**config.mk**
```make
export PLATFORM = sky130hd
export DESIGN_NAME = proc_ctrl_fsm
export DESIGN_NICKNAME = d
export VERILOG_FILES = /design/src/rtl/proc_ctrl_fsm.sv
export SDC_FILE = /design/constraint.sdc
export NUM_CORES = 1
export LEC_CHECK = 0
export ABC_CLOCK_PERIOD_IN_PS = 2300
export CELL_PAD_IN_SITES_DETAIL_PLACEMENT = 0
export CELL_PAD_IN_SITES_GLOBAL_PLACEMENT = 1
export CORE_UTILIZATION = 25
export CTS_CLUSTER_DIAMETER = 200
export DETAILED_ROUTE_END_ITERATION = 8
export GPL_ROUTABILITY_DRIVEN = 0
export HOLD_SLACK_MARGIN = 0.08
export MAX_ROUTING_LAYER = met4
export PLACE_DENSITY = 0.9
export SETUP_SLACK_MARGIN = 0.15
export SLEW_MARGIN = 15
export SYNTH_ARGS = -nofsm -noshare
export SYNTH_HDL_FRONTEND = slang
export SYNTH_SLANG_ARGS = --single-unit
```
**constraint.sdc**
```tcl
create_clock -name Clock -period 2.3 [get_ports Clock]
set_input_delay 0.23 -clock Clock [delete_from_list [all_inputs] [get_ports Clock]]
set_output_delay 0.23 -clock Clock [all_outputs]
set_load 0.1 [all_outputs]
```
**src/rtl/proc_ctrl_fsm.sv**
```systemverilog
`default_nettype none
// ============================================================================
// Module   : proc_ctrl_fsm
// Brief    : T0-T5 instruction sequencer for the enhanced processor. Fetches,
//            loads IR and drives bus-select, register-load, ALU and memory
//            strobes. Optional macro PROC_CTRL_BRANCH_EN enables b{cond}.
// Revision : 1.0
// ============================================================================
module proc_ctrl_fsm (
    input  logic        Clock,
    input  logic        Reset,
    input  logic        Run,
    input  logic [15:0] IR,
    input  logic        Z,
    input  logic        N,
    input  logic        C,
    output logic [3:0]  Sel,
    output logic [0:7]  R_in,
    output logic        IR_in,
    output logic        A_in,
    output logic        G_in,
    output logic        F_in,
    output logic [1:0]  ALU_op,
    output logic        ADDR_in,
    output logic        DOUT_in,
    output logic        W_D,
    output logic        pc_incr,
    output logic        Done
);

    typedef enum logic [2:0] {
        T0 = 3'd0,
        T1 = 3'd1,
        T2 = 3'd2,
        T3 = 3'd3,
        T4 = 3'd4,
        T5 = 3'd5
    } state_t;

    localparam logic [2:0] OP_MV  = 3'b000;
    localparam logic [2:0] OP_MVT = 3'b001;
    localparam logic [2:0] OP_ADD = 3'b010;
    localparam logic [2:0] OP_SUB = 3'b011;
    localparam logic [2:0] OP_LD  = 3'b100;
    localparam logic [2:0] OP_ST  = 3'b101;
    localparam logic [2:0] OP_AND = 3'b110;
    localparam logic [2:0] OP_B   = 3'b111;

    localparam logic [1:0] ALU_ADD = 2'b00;
    localparam logic [1:0] ALU_SUB = 2'b01;
    localparam logic [1:0] ALU_AND = 2'b10;

    localparam logic [3:0] SEL_PC   = 4'd7;
    localparam logic [3:0] SEL_DIN  = 4'd8;
    localparam logic [3:0] SEL_G    = 4'd9;
    localparam logic [3:0] SEL_IMM  = 4'd10;
    localparam logic [3:0] SEL_HIGH = 4'd11;

    state_t      state_q;
    state_t      state_d;

    logic [2:0]  opcode;
    logic        imm_m;
    logic [2:0]  rx;
    logic [2:0]  ry;
    logic [3:0]  sel_rx;
    logic [3:0]  sel_ry;
    logic [3:0]  sel_src;
    logic [0:7]  rx_onehot;
    logic [0:7]  pc_onehot;
    logic [1:0]  alu_code;

    assign opcode  = IR[15:13];
    assign imm_m   = IR[12];
    assign rx      = IR[11:9];
    assign ry      = IR[2:0];
    assign sel_rx  = {1'b0, rx};
    assign sel_ry  = {1'b0, ry};
    assign sel_src = imm_m ? SEL_IMM : sel_ry;

    // imm9 feeds the datapath directly; only the register fields matter here.
    logic unused_ir;
    assign unused_ir = ^IR[8:3];

    always_comb begin
        rx_onehot     = '0;
        rx_onehot[rx] = 1'b1;
        pc_onehot     = '0;
        pc_onehot[7]  = 1'b1;
    end

    always_comb begin
        alu_code = ALU_ADD;
        case (opcode)
            OP_SUB:  alu_code = ALU_SUB;
            OP_AND:  alu_code = ALU_AND;
            default: alu_code = ALU_ADD;
        endcase
    end

`ifdef PROC_CTRL_BRANCH_EN
    logic br_taken;

    always_comb begin
        br_taken = 1'b0;
        case (rx)
            3'b000:  br_taken = 1'b1;
            3'b001:  br_taken = Z;
            3'b010:  br_taken = ~Z;
            3'b011:  br_taken = ~C;
            3'b100:  br_taken = C;
            3'b101:  br_taken = ~N;
            3'b110:  br_taken = N;
            default: br_taken = 1'b0;
        endcase
    end
`else
    logic unused_flags;
    assign unused_flags = Z ^ N ^ C;
`endif

    always_ff @(posedge Clock) begin
        if (Reset) begin
            state_q <= T0;
        end else begin
            state_q <= state_d;
        end
    end

    always_comb begin
        state_d = state_q;
        Sel     = 4'd0;
        R_in    = '0;
        IR_in   = 1'b0;
        A_in    = 1'b0;
        G_in    = 1'b0;
        F_in    = 1'b0;
        ALU_op  = ALU_ADD;
        ADDR_in = 1'b0;
        DOUT_in = 1'b0;
        W_D     = 1'b0;
        pc_incr = 1'b0;
        Done    = 1'b0;

        // Reset silences every strobe so an aborted instruction writes nothing.
        if (Reset) begin
            state_d = T0;
        end else begin
            case (state_q)
                T0: begin
                    if (Run) begin
                        Sel     = SEL_PC;
                        ADDR_in = 1'b1;
                        pc_incr = 1'b1;
                        state_d = T1;
                    end
                end

                T1: begin
                    state_d = T2;
                end

                T2: begin
                    IR_in   = 1'b1;
                    state_d = T3;
                end

                T3: begin
                    case (opcode)
                        OP_MV: begin
                            Sel     = sel_src;
                            R_in    = rx_onehot;
                            Done    = 1'b1;
                            state_d = T0;
                        end
                        OP_MVT: begin
                            Sel     = SEL_HIGH;
                            R_in    = rx_onehot;
                            Done    = 1'b1;
                            state_d = T0;
                        end
                        OP_ADD, OP_SUB, OP_AND: begin
                            Sel     = sel_rx;
                            A_in    = 1'b1;
                            state_d = T4;
                        end
                        OP_LD, OP_ST: begin
                            Sel     = sel_ry;
                            ADDR_in = 1'b1;
                            state_d = T4;
                        end
                        default: begin
`ifdef PROC_CTRL_BRANCH_EN
                            if (br_taken) begin
                                Sel     = SEL_PC;
                                A_in    = 1'b1;
                                state_d = T4;
                            end else begin
                                Done    = 1'b1;
                                state_d = T0;
                            end
`else
                            Done    = 1'b1;
                            state_d = T0;
`endif
                        end
                    endcase
                end

                T4: begin
                    case (opcode)
                        OP_ADD, OP_SUB, OP_AND: begin
                            Sel     = sel_src;
                            G_in    = 1'b1;
                            F_in    = 1'b1;
                            ALU_op  = alu_code;
                            state_d = T5;
                        end
                        OP_LD: begin
                            state_d = T5;
                        end
                        OP_ST: begin
                            Sel     = sel_rx;
                            DOUT_in = 1'b1;
                            W_D     = 1'b1;
                            Done    = 1'b1;
                            state_d = T0;
                        end
`ifdef PROC_CTRL_BRANCH_EN
                        OP_B: begin
                            // Only a taken branch reaches T4: G = PC + offset.
                            Sel     = SEL_IMM;
                            G_in    = 1'b1;
                            ALU_op  = ALU_ADD;
                            state_d = T5;
                        end
`endif
                        default: begin
                            state_d = T0;
                        end
                    endcase
                end

                T5: begin
                    case (opcode)
                        OP_ADD, OP_SUB, OP_AND: begin
                            Sel     = SEL_G;
                            R_in    = rx_onehot;
                            Done    = 1'b1;
                        end
                        OP_LD: begin
                            Sel     = SEL_DIN;
                            R_in    = rx_onehot;
                            Done    = 1'b1;
                        end
`ifdef PROC_CTRL_BRANCH_EN
                        OP_B: begin
                            Sel     = SEL_G;
                            R_in    = pc_onehot;
                            Done    = 1'b1;
                        end
`endif
                        default: begin
                            Done    = 1'b0;
                        end
                    endcase
                    state_d = T0;
                end

                default: begin
                    state_d = T0;
                end
            endcase
        end
    end

    // PC increment (T0) and R_in[7] (T3/T5) can never coincide by construction.
    logic unused_pc;
    assign unused_pc = pc_onehot[0] ^ OP_MV[0] ^ OP_MVT[0];

endmodule
`default_nettype wire

```
==> run_results.csv, run 1 <==
group,metric,value,unit
clock_tree,tritoncts,"yes",
drt,first_pass_iters,4,
clock_tree,clockRootBuffer,"clkbuf_4",
global_routing,antenna_found_initial,0,
clock_tree,path_clk_slew,0.04,ns
yosys,ys_async_sr_fraction,0,
run,cap_violations,0,
yosys,ys_ff_latch,3,
global_routing,grt-ovfl-total,0,
clock_tree,cts_sinks,3,
placement,place_inst,180,
sta,max_slew_margin,0.631,
drt,detail-route-antenna-nets,0,
setup_path,path_delay_family,"buffers and inverters",
yosys,syn_avg_cell_area,6.75,um2
finish,fill_cells,267,
sta,max_freq,471,MHz
floorplanning,die_h,58.0,um
sta,setup_slack,0.179,ns
finish,mostFrequentLayoutCell,"buf_12",
setup_path,regToRegSetupSlack,0.81,ns
min_path,min_path_type,"reg -> reg",
finish,nets,179,
floorplanning,die_width,58.0,um
setup_path,crit_path_end_kind,"primary output",
setup_path,critPathLaunch,"IR[15]",
setup_path,cp_data_arrival_time,1.89,ns
setup_path,cp-endpoint,"Sel[0]",
finish,largest_register_ffs,3,
floorplanning,io_pins,45,
yosys,synth.yosys.warnings,0,
global_routing,grtUsageTotal,0.170,
drt,drt-total-wl,2840,um
drt,drc,0,
clock_tree,cts_buffers,3,
sta,finalMaxSlewViolations,0,
finish,reg_top3,"state_q (3)",
global_routing,grt_pass1_wl,4360,um
power_and_ir_drop,p_leak,0.611,nW
drt,routed_via_density,5.48,
sta,rsz0062_at_grt,"false",
sta,hold_viol,0,
power_and_ir_drop,max-vdd-ir-drop,0.122,mV
sta,fin_crit,2.12,ns
setup_path,slowest_stage,"clkdlybuf4s50_1",
setup_path,reg2reg_to,"state_q[2]",
finish,top_register,"state_q",
sta,setup_viol,0,
placement,dp_slack,0.0755,ns
floorplanning,core,2850,um2
finish,drive_gt1_frac,0.449,
status,outcome,"finished clean",
setup_path,cp.depth,7,
yosys,ys_seq_area_frac,0.0767,
placement,postPlaceCellArea,1450,um2
floorplanning,rows,19,
finish,utilization,0.547,
clock_tree,htreeDepth,1,
finish,final_cell_mix,"23 x buf_12, 13 x nor2_1",
clock_tree,worstSkewPairLatency,0.23,ns
finish,final_area,1560,um2
sta,worst_pin_slew,0.554,ns
setup_path,required,2.07,ns
placement,portBuffers,35,
setup_path,critPathMaxStageDelay,0.46,ns
floorplanning,start_util,0.275,
setup_path,r2r_start,"state_q[1]",
yosys,syn_area,783,um2
floorplanning,die-area,3360,um2
yosys,ys_types,48,
global_routing,grt_pass1_vias,910,
yosys,syn_nets,138,
finish,final_cell_count_no_fill,187,
finish,num_antenna_cells,0,
setup_path,worstSetupPathType,"in -> out",
yosys,synth_cells,116,
power_and_ir_drop,power_density,291,nW/um2
sta,clock_skew,0.00276,ns
finish,areaGrowthSynthToFinish,99.2,%
sta,fin_hold_ws,0.632,ns
drt,wl_per_cell,15.2,um
setup_path,r2r_cells,5,
yosys,synth_edf_count,0,
yosys,synthFlopType,"dfxtp_1",
setup_path,cp-start-kind,"primary input",
setup_path,crit_chain,"clkdlybuf4s50_1 > buf_6 > nand2_2 > nand2_1 > or3_1 > a31oi_4 > buf_12",
placement,hpwlAfterDp,2110,um
setup_path,cp_num_buf_inv,3,
clock_tree,cts_max_path_buffers,2,
drt,vias,1025,
drt,drtIter0Drc,80,
setup_path,cp_max_fo,7,
sta,period_share,0.922,
global_routing,grt_max_degree,16,
==> worst reg2reg max path, stage by stage (launching register included) <==
cell       delay (ns)
dfxtp_1          0.48
buf_4            0.25
nand3b_4         0.12
o21ai_1          0.11
a21oi_1          0.10
a2111oi_2        0.33
==> per-layer routing <==
metal / global-route usage / vias up / part of all wire
met1: 0.220 / 494 / 0.42
li1: - / 491 / -
met5: - / - / 0
met4: 0.0612 / 0 / 0.010
met3: 0.00670 / 4 / 0.052
met2: 0.281 / 36 / 0.52
==> stage by stage <==
step / power (mW) / setup TNS (ns)
floorplan: 0.251 / -1.16
global placement: 0.342 / 0
detailed placement: 0.345 / 0
CTS: 0.442 / 0
global route: 0.476 / 0
finish: 0.454 / 0
==> synth_stat cells (2+ instances only) <==
cell type   n  share of area
nand2b_1    7          0.056
a21oi_1     4          0.026
a21o_1      3          0.029
nand2_1    10          0.048
dfxtp_1     3          0.077
o211ai_2    2          0.032
nor2_1     22           0.11
a31oi_1     2          0.016
buf_2       2          0.013
o21ai_1     4          0.026
buf_6       4          0.058
nor3_1      6          0.038
inv_1       4          0.019
nand3_1     3          0.019
nor3b_2     2          0.032
a22o_1      2          0.022
buf_4       3          0.029
o21ai_0     3          0.019
==> cell type report <==
cell class | count | area [um2] | area share
multi-input cells | 98 | 749 | 0.480
repair buffers | 46 | 664 | 0.426
flip-flops and latches | 3 | 62.6 | 0.0401
well taps | 31 | 38.8 | 0.0249
clock buffers | 4 | 26.3 | 0.0168
inverters | 5 | 18.8 | 0.0120
==> kinds of logic (layout without fill, tap and decap cells) <==
family / Yosys count / count (layout) / synth area share
flip-flops: 3 / 3 / 0.0767
AO/OA/AOI/OAI: 32 / 32 / 0.307
XOR/XNOR: 1 / 1 / 0.0112
buffers and inverters: 15 / 55 / 0.128
AND/OR/NAND/NOR: 65 / 65 / 0.478
==> power by group <==
group | total, mW | switching (mW) | leakage (nW) | internal (mW)
sequential | 0.0742 | 0.0170 | 0.0254 | 0.0572
combinational | 0.286 | 0.173 | 0.571 | 0.113
clock | 0.0937 | 0.0286 | 0.0150 | 0.0651
total | 0.454 | 0.219 | 0.611 | 0.235
==> what timing repair did <==
action / in CTS / in global routing
hold buffers: 0 / 0
pin swaps: 0 / 6
cloned: 0 / 1
resized for setup: 5 / 14
buffers inserted: 0 / 2
endpoints found under the setup margin: 14 / 14
==> worst min-delay path by stage <==
stage	start	end	slack (ns)	cells after the start
global placement	state_q[2]	state_q[1]	0.70	1
CTS	state_q[2]	state_q[1]	0.62	1
finish	state_q[2]	state_q[1]	0.63	1
detailed placement	state_q[2]	state_q[1]	0.74	1
floorplan	Run	state_q[2]	0.50	2
global route	state_q[2]	state_q[1]	0.67	1
Note: power is estimated with default switching activity, not from simulation.
==> run 2, diff against run 1 <==
--- a/config.mk
+++ b/config.mk
@@ -8,6 +8,7 @@
 export ABC_CLOCK_PERIOD_IN_PS = 2300
 export CELL_PAD_IN_SITES_DETAIL_PLACEMENT = 0
 export CELL_PAD_IN_SITES_GLOBAL_PLACEMENT = 1
+export CORE_ASPECT_RATIO = 2
 export CORE_UTILIZATION = 25
 export CTS_CLUSTER_DIAMETER = 200
 export DETAILED_ROUTE_END_ITERATION = 8
==> run_results.csv, run 2 (synthesis results as in run 1) <==
group,metric,value,unit
status,outcome,"finished clean",
drt,drt-total-wl,2770,um
drt,first_pass_iters,4,
power_and_ir_drop,intPower,0.289,mW
clock_tree,cts_hold_buffers,0,
placement,postPlaceCellArea,1490,um2
power_and_ir_drop,swShare,0.436,
power_and_ir_drop,clockPowerShare,0.306,
clock_tree,cts_sinks,3,
power_and_ir_drop,p_leak,0.623,nW
setup_path,cp_max_fo,15,
finish,utilization,0.524,
finish,fill_cells,283,
global_routing,antenna_found_initial,0,
finish,final_cell_mix,"24 x buf_12, 13 x nor2_1, 11 x buf_4",
finish,reg_top3,"state_q (3)",
power_and_ir_drop,power_frac_seq,0.146,
setup_path,worstSetupPathType,"in -> out",
global_routing,grt-ovfl-total,0,
drt,routed_via_density,5.41,
clock_tree,cts_buffers,3,
power_and_ir_drop,power.switching,0.223,mW
power_and_ir_drop,max-vdd-ir-drop,0.177,mV
drt,wl_met2,1590,um
clock_tree,clockRootBuffer,"clkbuf_8",
setup_path,path_delay_family,"buffers and inverters",
sta,hold_viol,0,
finish,num_antenna_cells,0,
clock_tree,htreeDepth,1,
finish,final_area,1560,um2
min_path,min_path_type,"reg -> reg",
sta,fin_crit,2.13,ns
setup_path,cp_data_arrival_time,1.90,ns
floorplanning,die_width,41.6,um
sta,finalMaxSlewViolations,0,
clock_tree,postCtsSetupBuffers,0,
setup_path,cp-start-kind,"primary input",
setup_path,critPathMaxStageDelay,0.44,ns
setup_path,critPathMostFrequentCell,"buf_12",
floorplanning,io_pins,45,
sta,max_slew_margin,0.723,
floorplanning,die_h,81.2,um
global_routing,grt_max_degree,16,
placement,hpwlAfterDp,2240,um
clock_tree,tritoncts,"yes",
floorplanning,rows,28,
floorplanning,die-area,3370,um2
drt,detail-route-antenna-nets,0,
setup_path,crit_path_end_kind,"primary output",
clock_tree,cts_max_path_buffers,2,
sta,rsz0062_at_grt,"true",
finish,mostFrequentLayoutCell,"buf_12",
setup_path,crit_chain,"clkdlybuf4s50_1 > buf_12 > nand2b_1 > a21boi_0 > o22a_1 > nor3_4 > buf_12",
finish,top_register,"state_q",
finish,largest_register_ffs,3,
drt,vias,1011,
floorplanning,start_util,0.263,
drt,drtIter0Drc,26,
sta,setup_viol,0,
power_and_ir_drop,power_density,328,nW/um2
placement,portBuffers,35,
drt,top_layer_used,"met4",
clock_tree,worstSkewPairLatency,0.22,ns
global_routing,grt_pass1_vias,994,
setup_path,required,2.07,ns
setup_path,slowest_stage,"clkdlybuf4s50_1",
finish,drive_gt1_frac,0.439,
sta,period_share,0.925,
sta,max_freq,470,MHz
drt,drc,0,
global_routing,grtUsageTotal,0.169,
run,cap_violations,0,
power_and_ir_drop,comb_power_share,0.548,
setup_path,cp_num_buf_inv,3,
sta,finalSetupTns,0,ns
clock_tree,path_clk_slew,0.03,ns
finish,areaGrowthSynthToFinish,99.2,%
global_routing,grt_pass1_wl,4400,um
sta,clock_skew,0.00348,ns
drt,met1_length,1040,um
floorplanning,core,2980,um2
drt,wl_met3,77,um
drt,wl_per_cell,14.8,um
sta,worst_pin_slew,0.412,ns
finish,nets,180,
-- run 2: changes by cell type in the layout (fill, tap and decap cells not counted), sizes merged --
cell           change
buf                +1
clkdlybuf4s50      +1
dlymetal6s2s       -1
-- run 2: per-layer routing --
layer / up-vias / GRT usage
li1: 497 / -
met1: 473 / 0.164
met2: 33 / 0.322
met3: 8 / 0.0178
met4: 0 / 0.0839
met5: - / -
-- run 2: worst paths after layout --
check                                start  cells after the start         end  slack [ns]
worst max-delay path                IR[15]                      7        Done        0.17
worst min-delay path            state_q[2]                      1  state_q[1]        0.63
worst max register to register  state_q[1]                      5  state_q[2]        0.79
worst min register to register  state_q[2]                      1  state_q[1]        0.63
-- run 2: area by class of cell --
cell class	instances	area, um2	share of cell area
inverters	5	18.8	0.0120
repair buffers	47	681	0.436
well taps	30	37.5	0.0241
clock buffers	4	45.0	0.0289
multi-input cells	98	716	0.459
flip-flops and latches	3	62.6	0.0401
-- run 2: metrics by stage --
stage                     cells  total power, mW  setup slack (ns)  hold slack [ns]
after floorplan             116            0.251            -0.143            0.497
after global placement      183            0.347            0.0883            0.654
after detailed placement    183            0.353           0.00935            0.688
after CTS                   187            0.512             0.151            0.609
after global routing        187            0.538             0.101            0.663
final                       187            0.512             0.173            0.627
-- run 2: power by group through the flow --
stage	Combinational (mW)	Clock, mW	Sequential, mW
after floorplan	0.186	0	0.0646
after global placement	0.273	0	0.0735
after detailed placement	0.278	0	0.0744
after CTS	0.278	0.160	0.0738
after global routing	0.295	0.168	0.0757
final	0.281	0.157	0.0745
-- run 2: timing repair --
item                                   CTS  global route
setup endpoints to repair               13            13
pin swaps                                0             2
endpoints found under the hold margin    0             0
gates resized for setup                  5             8
